File: src/rtl/splat_vec_pipe.sv
// -----------------------------------------------------------------------------
// splat_vec_pipe
//
// Two-stage pipelined element splat. This block picks one byte, half or word
// out of a DW-bit scalar and replicates it across a VW-bit vector. The vector
// is returned as two halves, vy_hi and vy_lo, for the HI/LO writeback path.
// Both sides use valid/ready handshakes, and the pipe sustains one operation
// per cycle.
//
// Parameters
//   DW  scalar source width (power of 2, >= 32)
//   VW  vector result width (integer multiple of DW, even)
//   SW  element-select width, derived as $clog2(DW/8) (not overridable)
//
// Ports
//   clk        rising-edge clock
//   reset      asynchronous, active-low reset
//   in_valid   source operand valid
//   in_ready   unit can accept an operand this cycle
//   s          scalar source
//   esz        element size: 00 byte, 01 half, 10 word, 11 illegal
//   sel        element index, 0 = most-significant element
//   zhi        (only with SPLAT_ZHI_EN) zero the HI half and fill only the LO half
//   out_valid  result valid
//   out_ready  downstream accepts the result
//   vy_hi      upper half of the replicated vector
//   vy_lo      lower half of the replicated vector
//   err        result came from an illegal esz (qualified by out_valid)
//
// Optional feature macro: SPLAT_ZHI_EN
//   When it is defined, the zhi input exists. When it is undefined, the block
//   always does a full fill.
// -----------------------------------------------------------------------------
module splat_vec_pipe #(
    parameter int DW = 32,
    parameter int VW = 64,
    localparam int SW = $clog2(DW / 8)
) (
    input  logic              clk,
    input  logic              reset,
    input  logic              in_valid,
    output logic              in_ready,
    input  logic [DW-1:0]     s,
    input  logic [1:0]        esz,
    input  logic [SW-1:0]     sel,
`ifdef SPLAT_ZHI_EN
    input  logic              zhi,
`endif
    output logic              out_valid,
    input  logic              out_ready,
    output logic [VW/2-1:0]   vy_hi,
    output logic [VW/2-1:0]   vy_lo,
    output logic              err
);

    localparam int NB = DW / 8;
    localparam int NH = DW / 16;
    localparam int NW = DW / 32;

    // ------------------------------------------------------------------
    // Handshake / stall control
    // ------------------------------------------------------------------
    logic s1_valid;
    logic s1_en;
    logic s2_en;

    // S2 can load when it is empty or is being drained this cycle.
    // S1 can load when it is empty or can push forward into S2.
    assign s2_en    = !out_valid || out_ready;
    assign s1_en    = !s1_valid || s2_en;
    assign in_ready = s1_en;

    logic zhi_in;
`ifdef SPLAT_ZHI_EN
    assign zhi_in = zhi;
`else
    assign zhi_in = 1'b0;
`endif

    // ------------------------------------------------------------------
    // Stage 1: operand capture
    // ------------------------------------------------------------------
    logic [DW-1:0] s1_s;
    logic [1:0]    s1_esz;
    logic [SW-1:0] s1_sel;
    logic          s1_zhi;

    always_ff @(posedge clk or negedge reset) begin
        if (!reset) begin
            s1_valid <= 1'b0;
            s1_s     <= '0;
            s1_esz   <= '0;
            s1_sel   <= '0;
            s1_zhi   <= 1'b0;
        end else if (s1_en) begin
            s1_valid <= in_valid;
            if (in_valid) begin
                s1_s   <= s;
                s1_esz <= esz;
                s1_sel <= sel;
                s1_zhi <= zhi_in;
            end
        end
    end

    // ------------------------------------------------------------------
    // Element extraction
    // ------------------------------------------------------------------
    // Element k sits at bit offset (count-1-k)*EW from the LSB, because
    // sel = 0 picks the most-significant element. For half and word, the
    // upper select bits are masked off, which gives sel mod count.
    logic [SW-1:0] bidx;
    logic [SW-1:0] hidx;
    logic [SW-1:0] widx;
    logic [SW+2:0] b_amt;
    logic [SW+3:0] h_amt;
    logic [SW+4:0] w_amt;
    logic [7:0]    b_elem;
    logic [15:0]   h_elem;
    logic [31:0]   w_elem;

    assign bidx   = s1_sel;
    assign hidx   = s1_sel & SW'(NH - 1);
    assign widx   = s1_sel & SW'(NW - 1);
    assign b_amt  = {SW'(NB - 1) - bidx, 3'b000};
    assign h_amt  = {SW'(NH - 1) - hidx, 4'b0000};
    assign w_amt  = {SW'(NW - 1) - widx, 5'b00000};
    assign b_elem = 8'(s1_s >> b_amt);
    assign h_elem = 16'(s1_s >> h_amt);
    assign w_elem = 32'(s1_s >> w_amt);

    // ------------------------------------------------------------------
    // Replication across the full vector for each element size
    // ------------------------------------------------------------------
    logic [VW-1:0] fill_b;
    logic [VW-1:0] fill_h;
    logic [VW-1:0] fill_w;

    generate
        for (genvar gi = 0; gi < VW / 8; gi++) begin : g_fill_b
            assign fill_b[gi*8 +: 8] = b_elem;
        end
        for (genvar gi = 0; gi < VW / 16; gi++) begin : g_fill_h
            assign fill_h[gi*16 +: 16] = h_elem;
        end
        for (genvar gi = 0; gi < VW / 32; gi++) begin : g_fill_w
            assign fill_w[gi*32 +: 32] = w_elem;
        end
    endgenerate

    // ------------------------------------------------------------------
    // Result select
    // ------------------------------------------------------------------
    logic [VW-1:0]   res_full;
    logic [VW/2-1:0] res_hi;
    logic [VW/2-1:0] res_lo;
    logic            res_err;

    always_comb begin
        res_full = '0;
        res_err  = 1'b0;
        case (s1_esz)
            2'b00:   res_full = fill_b;
            2'b01:   res_full = fill_h;
            2'b10:   res_full = fill_w;
            default: res_err  = 1'b1;
        endcase
        res_hi = res_full[VW-1:VW/2];
        res_lo = res_full[VW/2-1:0];
        // Legacy HI-zeroed splat: the LO half is already the replicated
        // pattern, so only the HI half has to be cleared.
        if (s1_zhi) begin
            res_hi = '0;
        end
    end

    // ------------------------------------------------------------------
    // Stage 2: output registers. Data holds on bubbles and during a stall.
    // ------------------------------------------------------------------
    always_ff @(posedge clk or negedge reset) begin
        if (!reset) begin
            out_valid <= 1'b0;
            vy_hi     <= '0;
            vy_lo     <= '0;
            err       <= 1'b0;
        end else if (s2_en) begin
            out_valid <= s1_valid;
            if (s1_valid) begin
                vy_hi <= res_hi;
                vy_lo <= res_lo;
                err   <= res_err;
            end
        end
    end

endmodule
File: config.mk
export PLATFORM = sky130hd
export DESIGN_NAME = splat_vec_pipe
export DESIGN_NICKNAME = d
export VERILOG_FILES = /design/src/rtl/splat_vec_pipe.sv
export SDC_FILE = /design/constraint.sdc
export NUM_CORES = 1
export LEC_CHECK = 0
export ABC_CLOCK_PERIOD_IN_PS = 3400
export CAP_MARGIN = 40
export CELL_PAD_IN_SITES_DETAIL_PLACEMENT = 1
export CELL_PAD_IN_SITES_GLOBAL_PLACEMENT = 1
export CORE_AREA = 2 2 100 102
export CTS_CLUSTER_SIZE = 28
export DETAILED_ROUTE_END_ITERATION = 10
export DIE_AREA = 0 0 102 104
export PLACE_DENSITY = 0.89
export SLEW_MARGIN = 20
export SYNTH_ARGS = -nofsm -noshare
export SYNTH_HDL_FRONTEND = slang
export SYNTH_SLANG_ARGS = --single-unit
File: constraint.sdc
create_clock -name clk -period 3.4 [get_ports clk]
set_clock_uncertainty 0.15 [all_clocks]
set_input_delay 0.68 -clock clk [delete_from_list [all_inputs] [get_ports clk]]
set_output_delay 0.68 -clock clk [all_outputs]
set_load 0.02 [all_outputs]
==> impl_summary.md, run 1 <==
Detailed routing
The routed wire length is about 10000 µm. The count of nets left with antenna violations once routing finished came out at 0. The overall via count from detail_route is 2936. The count of unresolved DRC violations after routing is 0.

The average via count per standard cell is approximately 5.3. After detailed routing, the average wire length per cell comes to 17.9 µm. The count of TritonRoute iterations in the first routing pass is 4. The first routing iteration left 86 violations.

CTS
The post-CTS clock slew at the launch and capture registers of the worst setup and hold paths is ~0.070 ns. The cell at the root of the clock tree is sky130_fd_sc_hd__clkbuf_8. The CTS tree is built. The insertion delay to the later sink of the worst-skew pair is ~0.35 ns. The number of H-tree levels is 3. Buffers inserted to repair hold after CTS numbered 0.

The count of clock tree sinks is 71. The number of buffers created by CTS is 9. The buffer levels on the longest clock path is 2. In this run the post-CTS setup repair buffer count came out at 0. In this run, post-CTS repair resized a total of 0 instances.

Setup path
The beginning of the worst register-to-register path is s1_esz[1]$_DFFE_PN0P_. The worst path required time is 2.57 ns. STA classifies the critical path endpoint as a primary output. At the worst endpoint, the arrival time is between 1.5 and 2 ns.

The end of the worst register-to-register path is vy_hi[31]$_DFFE_PN0P_. The reg-to-reg setup timing slack is 1.09 ns. The kind of launch point of the worst setup path is a primary input. The number of cells traversed by the worst register-to-register path is 5. In this run the worst path has a maximum fanout of 3. The critical path in this run is classified as in2out.

Logic synthesis
The distinct cell type count after synthesis is 31. Of the synthesized area, sequential elements account for 48.7%. After synthesis, the cell types taking the most area are sky130_fd_sc_hd__dfrtp_1 (49%), sky130_fd_sc_hd__mux2_2 (11%), sky130_fd_sc_hd__buf_4 (7.8%), sky130_fd_sc_hd__mux2i_1 (6.9%), sky130_fd_sc_hd__a31oi_1 (3.4%).

In this run the mean area of a mapped cell was 10.4 µm². The cell count after synthesis came out at 350. The post-synthesis async set-or-reset flop share is 100%. Among all flip-flop cells after synthesis, the most frequent one is sky130_fd_sc_hd__dfrtp_1. Synthesis produced a netlist with a net count of 390. The share of Yosys cell area claimed by the top area cell type is 48.7%. Summed over all instances, the cell type with the most area after synthesis is sky130_fd_sc_hd__dfrtp_1. sky130_fd_sc_hd__dfrtp_1 is the most common cell in the netlist. The flop and latch count out of synthesis is 71. By count the netlist is led by sky130_fd_sc_hd__dfrtp_1 (71), sky130_fd_sc_hd__buf_4 (38), sky130_fd_sc_hd__mux2_2 (36).

Yosys mapped a number of flops with a built-in enable equal to 0. The cell area after synthesis is around 0.0036 mm². For this run, the number of Yosys warnings is 0.

Place
The area after detailed placement is 0.00456 mm². The post-placement setup slack is 0.623 ns. The wire-length estimate of the detail-placed layout is 7240 µm. Routability-driven placement finished with a final weighted congestion of 0.858.

The port buffer count is ~110. The total placed cells including tap cells is 541.

STA
The slew at the pin closest to its max-slew limit is roughly 0.66 ns. The worst slew margin relative to its limit is 55.5%. The max-slew violation count came to 0.

Dividing the final minimum period by the clock period gives 81.7%. The number of hold violations in the final report is 0. Setup slack closes at ~0.62 ns. The worst-case hold slack is 0.345 ns. Counting I/O delays and the setup requirement, the final critical path takes 2.78 ns. The fmax is 0.360 GHz. In the final timing run, aggregate negative setup slack is 0 ns. Setup violations remaining at the end of the flow were counted as 0.

Setup repair after global routing left no endpoint under its margin.

Global route
The global-route usage over all layers is about a fifth. The initial antenna violation count came to 0. The via count of the first global-routing pass is 3264. The total overflow left after global routing is 0. The first global-routing pass estimated 16600 µm of wire.

Entering global routing, the biggest net connects 38 pins.

Layout
The final cell count without fillers is ~560. From synthesis to final layout, the design area changed by 30.9%. The combined area of the multi-input logic cells is 0.00150 mm². The register cell area after layout is 0.00178 mm². The number of fill cells is around 1100. The share of layout cells above drive strength 1 is 15.8%. After the last flow step, the layout net total stands at roughly 460. The summed area of non-filler cells in the final layout is roughly 0.0048 mm². The number of antenna cells inserted is 0.

Floorplanning
In this run the count of I/O pins placed on the die edge is around 110. Row generation in the floorplan step produced 36 rows. In this run the standard cell core region covers 0.00955 mm². The height of the die is 104 µm.

The horizontal extent of the die is 102 µm. The initial standard-cell utilization of the core is 38.2%. The area of the die is 0.0106 mm².

Worst hold path
The number of stages on the worst hold path is 2. The startpoint of the tightest hold check path is err$_DFFE_PN0P_. The end of the worst hold path is err$_DFFE_PN0P_. In this run the worst hold path is classified as reg2reg.

Pwr
In this run, flip-flops and latches consume between 30% and 40% of the power. In this run the power spent charging and discharging nets is 1.17 mW. In this run, the clock network consumes 20.2% of the power. The worst-case IR drop observed on VDD is ~0.28 mV.

Combinational logic is responsible for 41.2% of the overall power. The leakage component of the power is 1.93 nW. For this design the ratio of total power to cell area is ~660 mW/mm². Net switching is 37.1% of the power. The internal power of the cells is 1.99 mW.

Status
The run finished with clean final reports.

Job
The count of max-cap constraint violations is 0.
-- cells in the final DEF (no fill, tap or decap), types with 2 or more instances in the layout --
cell | netlist | routed
sky130_fd_sc_hd__clkdlybuf4s50_1 | 0 | 105
sky130_fd_sc_hd__dfrtp_1 | 71 | 71
sky130_fd_sc_hd__mux2_2 | 36 | 36
sky130_fd_sc_hd__nand2_1 | 33 | 33
sky130_fd_sc_hd__nor2_1 | 29 | 28
sky130_fd_sc_hd__mux2i_1 | 25 | 25
sky130_fd_sc_hd__a31oi_1 | 20 | 20
sky130_fd_sc_hd__a21oi_1 | 18 | 18
sky130_fd_sc_hd__o21ai_0 | 17 | 17
sky130_fd_sc_hd__clkbuf_8 | 0 | 9
sky130_fd_sc_hd__nor2_2 | 7 | 8
sky130_fd_sc_hd__nor4b_1 | 7 | 7
sky130_fd_sc_hd__o22ai_1 | 7 | 7
sky130_fd_sc_hd__nor3_1 | 7 | 7
sky130_fd_sc_hd__nand2b_1 | 5 | 5
sky130_fd_sc_hd__buf_4 | 38 | 5
sky130_fd_sc_hd__a211oi_1 | 2 | 2
sky130_fd_sc_hd__clkinv_2 | 0 | 2
sky130_fd_sc_hd__clkbuf_1 | 9 | 2
sky130_fd_sc_hd__buf_12 | 0 | 2
-- state kept, by name, summed over array words and instances, names as in the netlist --
signal     count
s1_s          32
vy_hi         32
bidx           2
s1_esz         2
err            1
out_valid      1
s1_valid       1
-- power groups by stage --
stage	clock network [mW]	registers [mW]	logic [mW]
detailed placement	0	1.24	1.31
global placement	0	1.22	1.27
floorplan	0	1.31	0.725
CTS	0.656	1.23	1.31
finish	0.639	1.22	1.31
global route	0.689	1.25	1.40
-- metrics by stage --
stage / utilization, % / power, mW
floorplan: - / 2.03
global placement: 47.8 / 2.49
detailed placement: 47.8 / 2.55
CTS: 49.7 / 3.19
global route: 50.0 / 3.34
finish: 50.0 / 3.17
-- cell families after synthesis --
group / share of synthesized area, %
simple gates: 12.4
flops: 48.7
compound gates: 10.8
mux: 18.0
buf+inv: 10.1
-- cell type report --
| type | instances | share of cell area (%) |
|---|---|---|
| Clock buffer | 11 | 2.75 |
| Clock inverter | 4 | 0.996 |
| Inverter | 1 | 0.0786 |
| Multi-Input combinational cell | 224 | 31.5 |
| Sequential cell | 71 | 37.2 |
| Tap cell | 133 | 3.49 |
| Timing Repair Buffer | 114 | 24.0 |
-- metal layers --
layer	vias up	GRT usage, %	part of all wire, %
met3	17	3.97	3.9
li1	1347	-	-
met4	0	6.57	1.9
met2	91	35.0	53
met1	1481	24.3	42
met5	-	0	0
-- how the worst max path moves through the flow --
| stage | endpoint | cells past startpoint | slack, ns | startpoint |
|---|---|---|---|---|
| global route | in_ready | 3 | 0.56 | out_ready |
| CTS | in_ready | 3 | 0.61 | out_ready |
| detailed placement | in_ready | 3 | 0.62 | out_ready |
| floorplan | bidx[0]$_DFFE_PN0P_ | 4 | 1.30 | out_ready |
| finish | in_ready | 3 | 0.62 | out_ready |
| global placement | in_ready | 3 | 0.68 | out_ready |
-- critical path, cell delays in order --
cell and delay (ns):
sky130_fd_sc_hd__clkdlybuf4s50_1 0.48, sky130_fd_sc_hd__nand3b_1 0.16, sky130_fd_sc_hd__clkdlybuf4s50_1 0.63
Note: power is estimated with default switching activity, not from simulation.
==> run 2: changes to the inputs <==
- ABC_CLOCK_PERIOD_IN_PS: 3400 -> 2500
- CORE_AREA: 2 2 100 102 -> 2 2 109 111
- DIE_AREA: 0 0 102 104 -> 0 0 111 113
- PLACE_DENSITY: 0.89 -> 0.8
- clock period: 3.4 -> 2.5 ns (I/O delays scaled with it)
==> run 2 against run 1 <==
Compared with the run above:
- the flow now finishes with violations (hold timing)
- global-route usage decreased by 2.6 points
- first-iteration DRC count is 14% lower
- non-clock buffer count up 3
- critical endpoint unchanged
==> impl_summary.md, run 2 (same netlist as run 1, synthesis figures left out) <==
Status
Result of the run: complete, but fails checks (was finished, final reports clean). The checks that failed: hold timing.

Detailed routing
The starting DRC count in detailed routing is 74 (was 86). The routed wire length is 10500 µm (was 9970 µm). The overall via count from detail_route came to 2961 (was 2936). The count of TritonRoute iterations in the first routing pass is 4 (unchanged). The average via count per standard cell came to 5.18 (was 5.26). The count of unresolved DRC violations after routing is 0 (unchanged). The post-route antenna net violation count is 0 (unchanged). The detailed-route wire length per cell is 18.4 µm (was 17.9 µm).

Setup path
The peak fanout along the critical path came to 3 (unchanged). The worst path required time was 1.85 ns (was 2.57 ns). The endpoint arrival time on the critical path was 1.75 ns (was 1.95 ns). The critical setup path kind was in2out (unchanged). The kind of launch point of the worst setup path is a primary input (unchanged). The critical path endpoint category is a primary output (unchanged).

Layout
Largest registers: s1_s (32), vy_hi (32) (unchanged). The synthesis-to-finish area growth was 35.7% (was 30.9%). The most frequent standard cell in the layout excluding fill and tap cells was sky130_fd_sc_hd__clkdlybuf4s50_1 (unchanged). The number of nets in the finished design is 464 (was 461). The share of layout cells above drive strength 1 is 17.0% (was 15.8%).

The summed area of non-filler cells in the final layout is 0.00495 mm² (was 0.00477 mm²). The number of antenna cells inserted is 0 (unchanged). Commonest non-fill, non-tap cells in the layout: sky130_fd_sc_hd__clkdlybuf4s50_1 (105), sky130_fd_sc_hd__dfrtp_1 (71), sky130_fd_sc_hd__mux2_2 (36), sky130_fd_sc_hd__nand2_1 (33), sky130_fd_sc_hd__nor2_1 (28) (unchanged).

STA
The portion of the clock cycle consumed by the worst path in the final layout is 95.9%. The worst slew margin relative to its limit is 55.9% (was 55.5%). The fmax is approximately 0.42 GHz. The setup TNS after final layout is 0 ns (unchanged). The clock period minus worst slack is 2.40 ns. The max-slew violation count is 0 (unchanged).

The setup slack of the critical path after layout is 0.102 ns (was 0.623 ns). The slew at the pin closest to its max-slew limit came to 0.657 ns (was 0.665 ns). The worst-case hold slack came to -0.00468 ns (was 0.345 ns).

The setup-violating endpoint count in the final report came to 0 (unchanged). The number of hold violations in the final report was 8 (was 0). Unrepaired setup endpoints after global routing: no (unchanged).

Job
The count of max-cap constraint violations is 0 (unchanged).

CTS
The buffer levels on the longest clock path was 2 (unchanged). The insertion delay to the later sink of the worst-skew pair is 0.34 ns (was 0.35 ns). The count of clock tree sinks came to 71 (unchanged).

The hold-fix buffer count after cts is 0 (unchanged). The number of H-tree levels is 3 (unchanged). The CTS tree is built (unchanged). The post-CTS setup-driven buffer insertion count is 0 (unchanged). The cell at the root of the clock tree is sky130_fd_sc_hd__clkbuf_16 (was sky130_fd_sc_hd__clkbuf_8). The number of buffers created by CTS is 9 (unchanged). The post-CTS clock slew at the launch and capture registers of the worst setup and hold paths is 0.06 ns (was 0.07 ns). The count of instances resized after the clock tree is built is 0 (unchanged).

Floorplanning
The height of the die is 113 µm (was 104 µm). The horizontal extent of the die is 111 µm (was 102 µm). The placeable core region was 0.0113 mm² (was 0.00955 mm²). The top-level port count is 107 (unchanged). The initial standard-cell utilization of the core is 32.4% (was 38.2%).

The area of the die came to 0.0125 mm² (was 0.0106 mm²). The number of cell rows is 39 (was 36).

Pwr
The leakage component of the power is 2.01 nW (was 1.93 nW). The peak supply drop is 0.331 mV (was 0.282 mV). The power per unit of standard cell area is 982 mW/mm² (was 664 mW/mm²).

Global route
The remaining global-route overflow came to 0 (unchanged). The global-route usage over all layers was 17.4% (was 20.0%). The pin count of the biggest net entering global routing was 37 (was 38). The initial antenna violation count was 0 (unchanged). The wire length of the first global-routing pass is 17300 µm (was 16600 µm). The via count of the first global-routing pass is 3320 (was 3264).

Place
The last weighted congestion value of the routability-driven placer came to 0.822 (was 0.858). The final HPWL from detailed placement is 7560 µm (was 7240 µm). The port buffer count came to 106 (unchanged). The post-placement setup slack was 0.0908 ns (was 0.623 ns). The area after detailed placement is 0.00463 mm² (was 0.00456 mm²).

Worst hold path
The type of the tightest min-delay check was in2async (was reg2reg).
[run 2: area by class of cell]
type / instances / area [µm²]
Inverter: 1 / 3.75
Timing Repair Buffer: 117 / 1160
Clock inverter: 5 / 81.3
Fill cell: 1267 / 6320
Multi-Input combinational cell: 224 / 1500
Tap cell: 143 / 179
Clock buffer: 11 / 243
Sequential cell: 71 / 1780
[run 2: final timing paths]
path	from	cells past startpoint	to	slack (ns)
min	reset	1	vy_hi[19]$_DFFE_PN0P_	-0.005
min in group clk	err$_DFFE_PN0P_	2	err$_DFFE_PN0P_	0.33
max in group asynchronous	reset	2	bidx[0]$_DFFE_PN0P_	1.42
max reg2reg	s1_esz[1]$_DFFE_PN0P_	4	vy_hi[13]$_DFFE_PN0P_	0.34
min reg2reg	err$_DFFE_PN0P_	2	err$_DFFE_PN0P_	0.33
max	out_ready	3	in_ready	0.10
[run 2: critical path, stage by stage]
cell and delay [ns]:
sky130_fd_sc_hd__clkdlybuf4s50_1 0.46, sky130_fd_sc_hd__nand3b_1 0.15, sky130_fd_sc_hd__clkdlybuf4s50_1 0.63
[run 2: routing by layer]
metal	wire [µm]	GRT usage, %
met4	209	8.08
met2	5570	30.8
met1	4360	20.7
met5	0	0
met3	387	3.11
[run 2: stage by stage]
stage | std cells | utilization [%] | power (mW)
after floorplan | 350 | - | 2.77
after global placement | 556 | 41.0 | 3.43
after detailed placement | 556 | 41.0 | 3.49
after CTS | 572 | 43.9 | 4.91
after global routing | 572 | 43.9 | 5.09
final | 572 | 43.9 | 4.86
[run 2: report_power, final]
part	internal, mW	leakage (nW)	switching, mW
sequential	1.40	0.831	0.267
combinational	0.875	1.02	0.924
clock	0.901	0.156	0.499
